File: config.mk
export PLATFORM = sky130hd
export DESIGN_NAME = ahb_bm_input_hold_flat
export DESIGN_NICKNAME = d
export VERILOG_FILES = /design/src/rtl/ahb_bm_pkg.sv /design/src/rtl/ahb_bm_input_hold_if.sv /design/src/rtl/ahb_bm_hold_reg.sv /design/src/rtl/ahb_bm_input_hold.sv /design/src/flat_wrapper.sv
export SDC_FILE = /design/constraint.sdc
export NUM_CORES = 1
export LEC_CHECK = 0
export CAP_MARGIN = 20
export CELL_PAD_IN_SITES_DETAIL_PLACEMENT = 0
export CELL_PAD_IN_SITES_GLOBAL_PLACEMENT = 2
export CORE_MARGIN = 4
export CORE_UTILIZATION = 33
export CTS_CLUSTER_DIAMETER = 120
export DETAILED_ROUTE_END_ITERATION = 10
export PLACE_DENSITY = 0.84
export SKIP_CTS_REPAIR_TIMING = 1
export SYNTH_ARGS = -nofsm -noshare
export SYNTH_HDL_FRONTEND = slang
export SYNTH_HIERARCHICAL = 1
export SYNTH_SLANG_ARGS = --single-unit
File: constraint.sdc
create_clock -name HCLK -period 3 [get_ports HCLK]
set_clock_uncertainty 0.05 [all_clocks]
set_input_delay 0.45 -clock HCLK [delete_from_list [all_inputs] [get_ports HCLK]]
set_output_delay 0.45 -clock HCLK [all_outputs]
set_load 0.01 [all_outputs]
File: src/rtl/ahb_bm_pkg.sv
// Shared bus-matrix constants: HTRANS/HRESP encodings and AHB control field widths.
package ahb_bm_pkg;

    localparam logic [1:0] HTRANS_IDLE   = 2'b00;
    localparam logic [1:0] HTRANS_BUSY   = 2'b01;
    localparam logic [1:0] HTRANS_NONSEQ = 2'b10;
    localparam logic [1:0] HTRANS_SEQ    = 2'b11;

    localparam logic [1:0] HRESP_OKAY  = 2'b00;
    localparam logic [1:0] HRESP_ERROR = 2'b01;

    localparam int TRANS_W = 2;
    localparam int SIZE_W  = 3;
    localparam int BURST_W = 3;
    localparam int PROT_W  = 4;
    localparam int RESP_W  = 2;

    // NONSEQ and SEQ are the only transfer types that carry an address phase.
    function automatic logic trans_is_active(input logic [TRANS_W-1:0] trans);
        return trans[1];
    endfunction

endpackage

File: src/rtl/ahb_bm_input_hold_if.sv
// Master-facing slave-port signals of one bus-matrix input stage.
// BM_INPUT_AUSER_EN adds the HAUSERS sideband.
interface ahb_bm_input_hold_if
    import ahb_bm_pkg::*;
#(
    parameter int ADDR_W = 32
`ifdef BM_INPUT_AUSER_EN
  , parameter int AUSER_W = 32
`endif
);
    logic                HSELS;
    logic [ADDR_W-1:0]   HADDRS;
    logic [TRANS_W-1:0]  HTRANSS;
    logic                HWRITES;
    logic [SIZE_W-1:0]   HSIZES;
    logic [BURST_W-1:0]  HBURSTS;
    logic [PROT_W-1:0]   HPROTS;
    logic                HMASTLOCKS;
    logic                HREADYS;
`ifdef BM_INPUT_AUSER_EN
    logic [AUSER_W-1:0]  HAUSERS;
`endif
    logic                HREADYOUTS;
    logic [RESP_W-1:0]   HRESPS;

    modport master (
        output HSELS, HADDRS, HTRANSS, HWRITES, HSIZES, HBURSTS, HPROTS, HMASTLOCKS, HREADYS,
`ifdef BM_INPUT_AUSER_EN
        output HAUSERS,
`endif
        input  HREADYOUTS, HRESPS
    );

    modport slave (
        input  HSELS, HADDRS, HTRANSS, HWRITES, HSIZES, HBURSTS, HPROTS, HMASTLOCKS, HREADYS,
`ifdef BM_INPUT_AUSER_EN
        input  HAUSERS,
`endif
        output HREADYOUTS, HRESPS
    );

endinterface

File: src/rtl/ahb_bm_hold_reg.sv
// Load-enabled address-phase field bank with asynchronous clear (trans clears to IDLE).
// BM_INPUT_AUSER_EN adds HAUSER storage.
module ahb_bm_hold_reg
    import ahb_bm_pkg::*;
#(
    parameter int ADDR_W = 32
`ifdef BM_INPUT_AUSER_EN
  , parameter int AUSER_W = 32
`endif
) (
    input  logic                HCLK,
    input  logic                HRESETn,
    input  logic                load_i,
    input  logic [ADDR_W-1:0]   addr_i,
    input  logic [TRANS_W-1:0]  trans_i,
    input  logic                write_i,
    input  logic [SIZE_W-1:0]   size_i,
    input  logic [BURST_W-1:0]  burst_i,
    input  logic [PROT_W-1:0]   prot_i,
    input  logic                mastlock_i,
`ifdef BM_INPUT_AUSER_EN
    input  logic [AUSER_W-1:0]  auser_i,
    output logic [AUSER_W-1:0]  auser_o,
`endif
    output logic [ADDR_W-1:0]   addr_o,
    output logic [TRANS_W-1:0]  trans_o,
    output logic                write_o,
    output logic [SIZE_W-1:0]   size_o,
    output logic [BURST_W-1:0]  burst_o,
    output logic [PROT_W-1:0]   prot_o,
    output logic                mastlock_o
);

    always_ff @(posedge HCLK or negedge HRESETn) begin
        if (!HRESETn) begin
            addr_o     <= '0;
            trans_o    <= HTRANS_IDLE;
            write_o    <= 1'b0;
            size_o     <= '0;
            burst_o    <= '0;
            prot_o     <= '0;
            mastlock_o <= 1'b0;
`ifdef BM_INPUT_AUSER_EN
            auser_o    <= '0;
`endif
        end else if (load_i) begin
            addr_o     <= addr_i;
            trans_o    <= trans_i;
            write_o    <= write_i;
            size_o     <= size_i;
            burst_o    <= burst_i;
            prot_o     <= prot_i;
            mastlock_o <= mastlock_i;
`ifdef BM_INPUT_AUSER_EN
            auser_o    <= auser_i;
`endif
        end
    end

endmodule

File: src/rtl/ahb_bm_input_hold.sv
// Bus-matrix slave-interface input stage: holds a blocked address phase, stalls the master,
// replays it to the decoder. BM_INPUT_AUSER_EN adds HAUSERS/auser_op.
//
// state bit | meaning
// pend      | holding register owns the address phase; master stalled
// dphase    | a transfer issued by this port is in its data phase
module ahb_bm_input_hold
    import ahb_bm_pkg::*;
#(
    parameter int ADDR_W = 32
`ifdef BM_INPUT_AUSER_EN
  , parameter int AUSER_W = 32
`endif
) (
    input  logic                 HCLK,
    input  logic                 HRESETn,
    ahb_bm_input_hold_if.slave   s_ahb,
    input  logic                 active_dec,
    input  logic                 readyout_dec,
    input  logic [RESP_W-1:0]    resp_dec,
    output logic                 sel_op,
    output logic [ADDR_W-1:0]    addr_op,
    output logic [TRANS_W-1:0]   trans_op,
    output logic                 write_op,
    output logic [SIZE_W-1:0]    size_op,
    output logic [BURST_W-1:0]   burst_op,
    output logic [PROT_W-1:0]    prot_op,
    output logic                 mastlock_op,
    output logic                 held_tran_op
`ifdef BM_INPUT_AUSER_EN
  , output logic [AUSER_W-1:0]   auser_op
`endif
);

    logic                pend_q, pend_d;
    logic                dphase_q, dphase_d;
    logic                valid_in, capture, issue_live, rel_held, err_cancel;

    logic [ADDR_W-1:0]   h_addr;
    logic [TRANS_W-1:0]  h_trans;
    logic                h_write;
    logic [SIZE_W-1:0]   h_size;
    logic [BURST_W-1:0]  h_burst;
    logic [PROT_W-1:0]   h_prot;
    logic                h_mastlock;
`ifdef BM_INPUT_AUSER_EN
    logic [AUSER_W-1:0]  h_auser;
`endif

    assign valid_in   = s_ahb.HSELS & s_ahb.HREADYS & trans_is_active(s_ahb.HTRANSS);
    assign capture    = ~pend_q & valid_in & ~active_dec;
    assign issue_live = ~pend_q & valid_in & active_dec;
    assign rel_held   = pend_q & active_dec & readyout_dec;
    // First cycle of a two-cycle ERROR: the master may abandon the stalled transfer by going IDLE.
    assign err_cancel = pend_q & dphase_q & (resp_dec == HRESP_ERROR) & ~readyout_dec
                      & (s_ahb.HTRANSS == HTRANS_IDLE);

    ahb_bm_hold_reg #(
        .ADDR_W     (ADDR_W)
`ifdef BM_INPUT_AUSER_EN
      , .AUSER_W    (AUSER_W)
`endif
    ) u_hold_reg (
        .HCLK       (HCLK),
        .HRESETn    (HRESETn),
        .load_i     (capture),
        .addr_i     (s_ahb.HADDRS),
        .trans_i    (s_ahb.HTRANSS),
        .write_i    (s_ahb.HWRITES),
        .size_i     (s_ahb.HSIZES),
        .burst_i    (s_ahb.HBURSTS),
        .prot_i     (s_ahb.HPROTS),
        .mastlock_i (s_ahb.HMASTLOCKS),
`ifdef BM_INPUT_AUSER_EN
        .auser_i    (s_ahb.HAUSERS),
        .auser_o    (h_auser),
`endif
        .addr_o     (h_addr),
        .trans_o    (h_trans),
        .write_o    (h_write),
        .size_o     (h_size),
        .burst_o    (h_burst),
        .prot_o     (h_prot),
        .mastlock_o (h_mastlock)
    );

    always_comb begin
        pend_d = pend_q;
        if (capture) begin
            pend_d = 1'b1;
        end else if (rel_held || err_cancel) begin
            pend_d = 1'b0;
        end

        dphase_d = dphase_q;
        if (issue_live || rel_held) begin
            dphase_d = 1'b1;
        end else if (readyout_dec) begin
            dphase_d = 1'b0;
        end
    end

    always_ff @(posedge HCLK or negedge HRESETn) begin
        if (!HRESETn) begin
            pend_q   <= 1'b0;
            dphase_q <= 1'b0;
        end else begin
            pend_q   <= pend_d;
            dphase_q <= dphase_d;
        end
    end

    assign sel_op       = pend_q ? 1'b1       : (s_ahb.HSELS & s_ahb.HREADYS);
    assign addr_op      = pend_q ? h_addr     : s_ahb.HADDRS;
    assign trans_op     = pend_q ? h_trans    : (s_ahb.HREADYS ? s_ahb.HTRANSS : HTRANS_IDLE);
    assign write_op     = pend_q ? h_write    : s_ahb.HWRITES;
    assign size_op      = pend_q ? h_size     : s_ahb.HSIZES;
    assign burst_op     = pend_q ? h_burst    : s_ahb.HBURSTS;
    assign prot_op      = pend_q ? h_prot     : s_ahb.HPROTS;
    assign mastlock_op  = pend_q ? h_mastlock : s_ahb.HMASTLOCKS;
    assign held_tran_op = pend_q;
`ifdef BM_INPUT_AUSER_EN
    assign auser_op     = pend_q ? h_auser    : s_ahb.HAUSERS;
`endif

    assign s_ahb.HREADYOUTS = dphase_q ? readyout_dec : ~pend_q;
    assign s_ahb.HRESPS     = dphase_q ? resp_dec     : HRESP_OKAY;

    // The master is stalled while pend is set, so a fresh address phase cannot coincide with replay.
    a_no_release_overlap: assert property (@(posedge HCLK) disable iff (!HRESETn)
        !(rel_held && valid_in));

endmodule

File: src/flat_wrapper.sv
// flat-port wrapper written by rule: the top's interface ports become plain ports
module ahb_bm_input_hold_flat import ahb_bm_pkg::*;
#(
    parameter int ADDR_W = 32

)
  (HCLK, HRESETn, active_dec, readyout_dec, resp_dec, sel_op, addr_op, trans_op, write_op, size_op, burst_op, prot_op, mastlock_op, held_tran_op, s_ahb_HSELS, s_ahb_HADDRS, s_ahb_HTRANSS, s_ahb_HWRITES, s_ahb_HSIZES, s_ahb_HBURSTS, s_ahb_HPROTS, s_ahb_HMASTLOCKS, s_ahb_HREADYS, s_ahb_HREADYOUTS, s_ahb_HRESPS);
  ahb_bm_input_hold_if #(.ADDR_W(ADDR_W)) s_ahb_i ();
  input  logic HCLK;
  input  logic HRESETn;
  input  logic active_dec;
  input  logic readyout_dec;
  input  logic [RESP_W-1:0] resp_dec;
  output logic sel_op;
  output logic [ADDR_W-1:0] addr_op;
  output logic [TRANS_W-1:0] trans_op;
  output logic write_op;
  output logic [SIZE_W-1:0] size_op;
  output logic [BURST_W-1:0] burst_op;
  output logic [PROT_W-1:0] prot_op;
  output logic mastlock_op;
  output logic held_tran_op;
  input wire logic [$bits(s_ahb_i.HSELS)-1:0] s_ahb_HSELS;
  input wire logic [$bits(s_ahb_i.HADDRS)-1:0] s_ahb_HADDRS;
  input wire logic [$bits(s_ahb_i.HTRANSS)-1:0] s_ahb_HTRANSS;
  input wire logic [$bits(s_ahb_i.HWRITES)-1:0] s_ahb_HWRITES;
  input wire logic [$bits(s_ahb_i.HSIZES)-1:0] s_ahb_HSIZES;
  input wire logic [$bits(s_ahb_i.HBURSTS)-1:0] s_ahb_HBURSTS;
  input wire logic [$bits(s_ahb_i.HPROTS)-1:0] s_ahb_HPROTS;
  input wire logic [$bits(s_ahb_i.HMASTLOCKS)-1:0] s_ahb_HMASTLOCKS;
  input wire logic [$bits(s_ahb_i.HREADYS)-1:0] s_ahb_HREADYS;
  output wire logic [$bits(s_ahb_i.HREADYOUTS)-1:0] s_ahb_HREADYOUTS;
  output wire logic [$bits(s_ahb_i.HRESPS)-1:0] s_ahb_HRESPS;
  assign s_ahb_i.HSELS = s_ahb_HSELS;
  assign s_ahb_i.HADDRS = s_ahb_HADDRS;
  assign s_ahb_i.HTRANSS = s_ahb_HTRANSS;
  assign s_ahb_i.HWRITES = s_ahb_HWRITES;
  assign s_ahb_i.HSIZES = s_ahb_HSIZES;
  assign s_ahb_i.HBURSTS = s_ahb_HBURSTS;
  assign s_ahb_i.HPROTS = s_ahb_HPROTS;
  assign s_ahb_i.HMASTLOCKS = s_ahb_HMASTLOCKS;
  assign s_ahb_i.HREADYS = s_ahb_HREADYS;
  assign s_ahb_HREADYOUTS = s_ahb_i.HREADYOUTS;
  assign s_ahb_HRESPS = s_ahb_i.HRESPS;
  ahb_bm_input_hold #(.ADDR_W(ADDR_W)) u_core (.HCLK(HCLK), .HRESETn(HRESETn), .s_ahb(s_ahb_i), .active_dec(active_dec), .readyout_dec(readyout_dec), .resp_dec(resp_dec), .sel_op(sel_op), .addr_op(addr_op), .trans_op(trans_op), .write_op(write_op), .size_op(size_op), .burst_op(burst_op), .prot_op(prot_op), .mastlock_op(mastlock_op), .held_tran_op(held_tran_op));
endmodule
==> results of run 1 <==
## path summary, 6_finish.rpt
path                       depth (start not counted)  slack, ps                   startpoint                          end
max                                                2        290          u_core/held_tran_op                  addr_op[19]
min                                                1        200                      HRESETn  u_core/u_hold_reg/prot_o[3]
max reg2reg                                        4        830          u_core/held_tran_op  u_core/u_hold_reg/prot_o[1]
min reg2reg                                        1        460  u_core/u_hold_reg/size_o[2]  u_core/u_hold_reg/size_o[2]
max in group asynchronous                          2       2070                      HRESETn  u_core/u_hold_reg/prot_o[1]
min in group HCLK                                  1        460  u_core/u_hold_reg/size_o[2]  u_core/u_hold_reg/size_o[2]
## layer usage
metal,vias to the layer above,GRT usage,wire [µm]
met5,-,0,0
met4,0,0.02454,18
met3,2,0.04429,570
met2,67,0.1818,2724
met1,833,0.1479,2543
li1,805,-,-
## synthesized netlist by cell type
master    instances  area, µm²
nor2b_1           1      6.260
nor4_2            1      12.51
a21o_1            1      7.510
mux2_2            6      67.56
nand2_1           5      18.77
dfrtp_1          48       1201
nor2_2            1      6.260
nand4b_4          1      23.77
a31o_1            1      8.760
and2_1            2      12.51
buf_6             3      33.78
o21ai_0           1      5.000
mux2_4           84       1261
inv_1             1      3.750
a22o_1            3      26.28
buf_12            8      160.2
## worst register-to-register path: stages, from the launching register on
cell      delay, ps
dfrtp_4        1040
nand4b_4        320
nor2_4           50
buf_12          200
mux2_4          400
## power by group
group,internal [mW],leakage [nW],total (mW),switching [mW]
Sequential,0.811,0.578,0.940,0.128
Combinational,0.552,1.11,0.747,0.195
Clock,0.189,0.0516,0.407,0.219
Total,1.55,1.74,2.09,0.542
## layout by cell type (no fill, tap or decap)
| cell type | Yosys | layout |
|---|---|---|
| clkinv_2 | 0 | 1 |
| dfrtp_4 | 0 | 1 |
| inv_1 | 1 | 1 |
| o21ai_0 | 1 | 1 |
| nor2_4 | 0 | 1 |
| mux2_2 | 6 | 6 |
| nand2_1 | 5 | 5 |
| nor4_2 | 1 | 1 |
| a22o_1 | 3 | 3 |
| a31o_1 | 1 | 1 |
| clkdlybuf4s50_1 | 0 | 103 |
| nand4b_4 | 1 | 1 |
| nor2b_1 | 1 | 1 |
| dfrtp_1 | 48 | 47 |
| mux2_4 | 84 | 84 |
| inv_6 | 0 | 1 |
| buf_2 | 0 | 1 |
| and2_1 | 2 | 2 |
| buf_12 | 8 | 1 |
| a21o_1 | 1 | 1 |
| buf_4 | 0 | 2 |
| clkbuf_8 | 0 | 6 |
## area by class of cell
| class | instances | area (µm²) | area share |
|---|---|---|---|
| repair buffers | 107 | 1071 | 0.2699 |
| well taps | 105 | 131.4 | 0.03310 |
| flip-flops and latches | 48 | 1205 | 0.3036 |
| multi-input cells | 107 | 1461 | 0.3682 |
| clock buffers | 6 | 82.58 | 0.02081 |
| inverters | 1 | 3.754 | 0.0009458 |
| clock inverters | 2 | 13.76 | 0.003468 |
## registers in the layout (all words and copies together) (netlist names)
signal and cells:
u_core/u_hold_reg/addr_o 32, u_core/u_hold_reg/prot_o 4, u_core/u_hold_reg/burst_o 3, u_core/u_hold_reg/size_o 3
u_core/u_hold_reg/trans_o 2, u_core/dphase_q 1, u_core/held_tran_op 1, u_core/u_hold_reg/mastlock_o 1
u_core/u_hold_reg/write_o 1
## per-stage QoR
stage,utilization,cells
after CTS,0.4782,376
after global routing,0.4782,376
after floorplan,-,167
after global placement,0.4666,368
after detailed placement,0.4666,368
final,0.4782,376
## cell families after synthesis
group,synth area share
mux,0.4654
flops,0.4207
buf+inv,0.06923
simple gates,0.02805
compound gates,0.01665
==> results.cfg, run 1 <==
[placement]
placed_area_um2 = 3872
routabilityCongestion = 0.6642
pre_cts_ws_ps = 593.2
hpwlAfterDp_mm = 4.096
portBuffers = 104

[cells_and_area]
nets = 324
fill_cells = 769
syn2layout_area_growth_pct = 39.00
fin_area_um2 = 3969
antennaDiodeCount = 0
drive_gt1_frac = 0.3911

[synthesis]
synth_area_per_cell_um2 = 17.10
synthCells = 167
ys_ff_latch = 48
ys_types = 16
syn-num-nets = 221
yosysSeqAreaShare = 0.4207
netlist_area_um2 = 2855
yosysWarnings = 6

[worst_setup_path]
startpoint_type = flop
crit_chain = mux2_4 -> clkdlybuf4s50_1
worstPathRequired_ps = 2500
crit_slowest_cell = dfrtp_4
worstPathArrival_ps = 2210
cp-end-kind = primary output
crit_type = reg2out
cp_top_family = flip-flops
slowest_delay_ps = 1040
crit_fanout = 53
critical_path_buf_inv_count = 1

[clock_tree]
clock_latency_ps = 290
root_buffer = clkbuf_8
cts_buffers = 5
clk_pin_slew_worst_paths_ps = 90
cts_tree = yes
h-tree-depth = 2
clockBufferDepth = 2
clock-sinks = 48

[timing]
fin_tns_setup_ps = 0
layout_min_cycle_time_ps = 2715
slew_headroom = 0.3861
drv_slew = 0
fin_ws_ps = 285.1
worst_slew_pin_slew_ps = 920.8
finalSetupViolations = 0
hold_violations = 0
timing.fmax_ghz = 0.3683
rsz0062_at_grt = false
holdWs_ps = 202.6
period_share = 0.9050

[global_routing]
grt_pass1_wl_mm = 9.280
grt_max_degree = 54
grt_pass1_vias = 1847
track_usage = 0.1143
gr-total-overflow = 0
antenna_found_initial = 0

[detailed_routing]
dr.pass1.iters = 4
wire_per_inst_um = 15.58
routed_wl_mm = 5.857
drt_iter0_drc = 22
post_drt_via_cell_ratio = 4.540
route.detailed.drc = 0
via_count = 1707
ant_nets = 0

[hold_path]
hold_class = in2async

[die]
die_w_um = 101.0
rows = 33
start_util = 0.3440
die_h_um = 101.0
core_um2 = 8299
dieArea_um2 = 10200
pin_count = 105

[power]
p_total_mw = 2.094
p_per_area_nw_per_um2 = 527.7
p_leak_nw = 1.737
ir_drop_v = 0.0002195

[run_status]
status = complete, no violations

[flow_run]
maxCapViolCount = 0
(Power assumes the default switching activity.)
==> run 2, diff against run 1 <==
PLACE_DENSITY = not set   (was 0.84)
PLACE_DENSITY_LB_ADDON = 0.1   (was not set)
SLEW_MARGIN = 25   (was not set)
==> run 2 against run 1 <==
Compared with the run above: die area unchanged; sequential power decreased by 4.4%; fmax increased by 12%; global-route usage increased by 0.68 points; power decreased by 0.67%; via count increased by 0.41%; clock-buffer cell count increased by 2; register-to-register slack improved by 290 ps; worst setup slack improved by 290 ps.
==> results.cfg, run 2 (synthesized netlist as in run 1, its figures left out) <==
[worst_setup_path]
worstPathArrival_ps = 1930
crit_chain = buf_4 -> mux2_4 -> clkdlybuf4s50_1
startpoint_type = flop
cp_top_family = buffers and inverters
cp-endpoint = addr_op[19]
r2r_slack_ps = 1120
cp.depth = 3
crit_start = u_core/held_tran_op
crit_fanout = 26
crit_type = reg2out
slowest_delay_ps = 480
reg2reg_depth = 5
r2r_start = u_core/held_tran_op
worstPathRequired_ps = 2500
crit_slowest_cell = clkdlybuf4s50_1
worstReg2RegEnd = u_core/u_hold_reg/write_o
critical_path_buf_inv_count = 2
cp-end-kind = primary output

[cells_and_area]
syn2layout_area_growth_pct = 39.48
antennaDiodeCount = 0
fill_cells = 763
final_common_cell = clkdlybuf4s50_1
largest_reg_flops = 32
finish.utilization = 0.4799
drive_gt1_frac = 0.3905
largest-register = u_core/u_hold_reg/addr_o
nets = 327
most-common-layout-cells = clkdlybuf4s50_1 (103), mux2_4 (84), dfrtp_1 (47)
reg_top3 = u_core/u_hold_reg/addr_o x32, u_core/u_hold_reg/prot_o x4

[global_routing]
grt_pass1_wl_mm = 9.694
grt_pass1_vias = 1879
grt_max_degree = 49
track_usage = 0.1211
antenna_found_initial = 0
gr-total-overflow = 0

[detailed_routing]
wire_per_inst_um = 15.63
post_drt_via_cell_ratio = 4.522
dr.pass1.iters = 3
routed_wl_mm = 5.925
drt_iter0_drc = 26
route.detailed.drc = 0
ant_nets = 0
via_count = 1714

[power]
p_per_area_nw_per_um2 = 522.4
ir_drop_v = 0.0002283
p_leak_nw = 1.747

[clock_tree]
clock-sinks = 48
root_buffer = clkbuf_8
cts_buffers = 5
clock_latency_ps = 290
h-tree-depth = 2
clk_pin_slew_worst_paths_ps = 90
cts_tree = yes
clockBufferDepth = 2

[timing]
layout_min_cycle_time_ps = 2428
slew_headroom = 0.5767
finalSetupViolations = 0
timing.fmax_ghz = 0.4118
fin_ws_ps = 571.8
hold_violations = 0
drv_slew = 0
period_share = 0.8094
rsz0062_at_grt = false
holdWs_ps = 196.2
fin_tns_setup_ps = 0
worst_slew_pin_slew_ps = 634.9

[run_status]
status = complete, no violations

[placement]
hpwlAfterDp_mm = 4.103
portBuffers = 104
pre_cts_ws_ps = 639.7
routabilityCongestion = 0.6923

[flow_run]
maxCapViolCount = 0

[die]
rows = 33
pin_count = 105
dieArea_um2 = 10200
start_util = 0.3440
die_w_um = 101.0
core_um2 = 8299
die_h_um = 101.0

[hold_path]
hold_class = in2async
-- run 2: worst min path at each step --
stage | slack (ps) | to | depth (start not counted) | startpoint
2_1_floorplan | 100 | u_core/dphase_q | 0 | HRESETn
3_3_place_gp | 440 | u_core/u_hold_reg/prot_o[3] | 1 | u_core/u_hold_reg/prot_o[3]
3_5_place_dp | 440 | u_core/u_hold_reg/addr_o[15] | 1 | u_core/u_hold_reg/addr_o[15]
4_1_cts | 220 | u_core/u_hold_reg/prot_o[3] | 2 | HRESETn
5_1_grt | 240 | u_core/u_hold_reg/prot_o[3] | 2 | HRESETn
6_report | 200 | u_core/u_hold_reg/prot_o[3] | 2 | HRESETn
-- run 2: stage by stage --
stage | area (µm²) | std cells | power [mW]
2_1_floorplan | 2855 | 167 | 1.412
3_3_place_gp | 3892 | 371 | 1.697
3_5_place_dp | 3892 | 371 | 1.702
4_1_cts | 3983 | 379 | 2.123
5_1_grt | 3983 | 379 | 2.218
6_report | 3983 | 379 | 2.080
-- run 2: power breakdown --
| group | internal [mW] | switching (mW) |
|---|---|---|
| clock | 0.188 | 0.209 |
| sequential | 0.811 | 0.0880 |
| combinational | 0.552 | 0.231 |
-- run 2: cell type report --
type	instances	area, µm²	share of cell area
flip-flops and latches	48	1202	0.3019
multi-input cells	107	1461	0.3669
inverters	1	3.754	0.0009425
well taps	105	131.4	0.03299
repair buffers	110	1094	0.2746
clock buffers	8	90.09	0.02262
-- run 2: routing by layer --
| metal | GRT usage | up-vias | part of all wire |
|---|---|---|---|
| li1 | - | 808 | - |
| met4 | 0.03988 | 0 | 0.012 |
| met5 | 0 | - | 0 |
| met2 | 0.1919 | 60 | 0.46 |
| met1 | 0.1540 | 839 | 0.44 |
| met3 | 0.04291 | 7 | 0.084 |
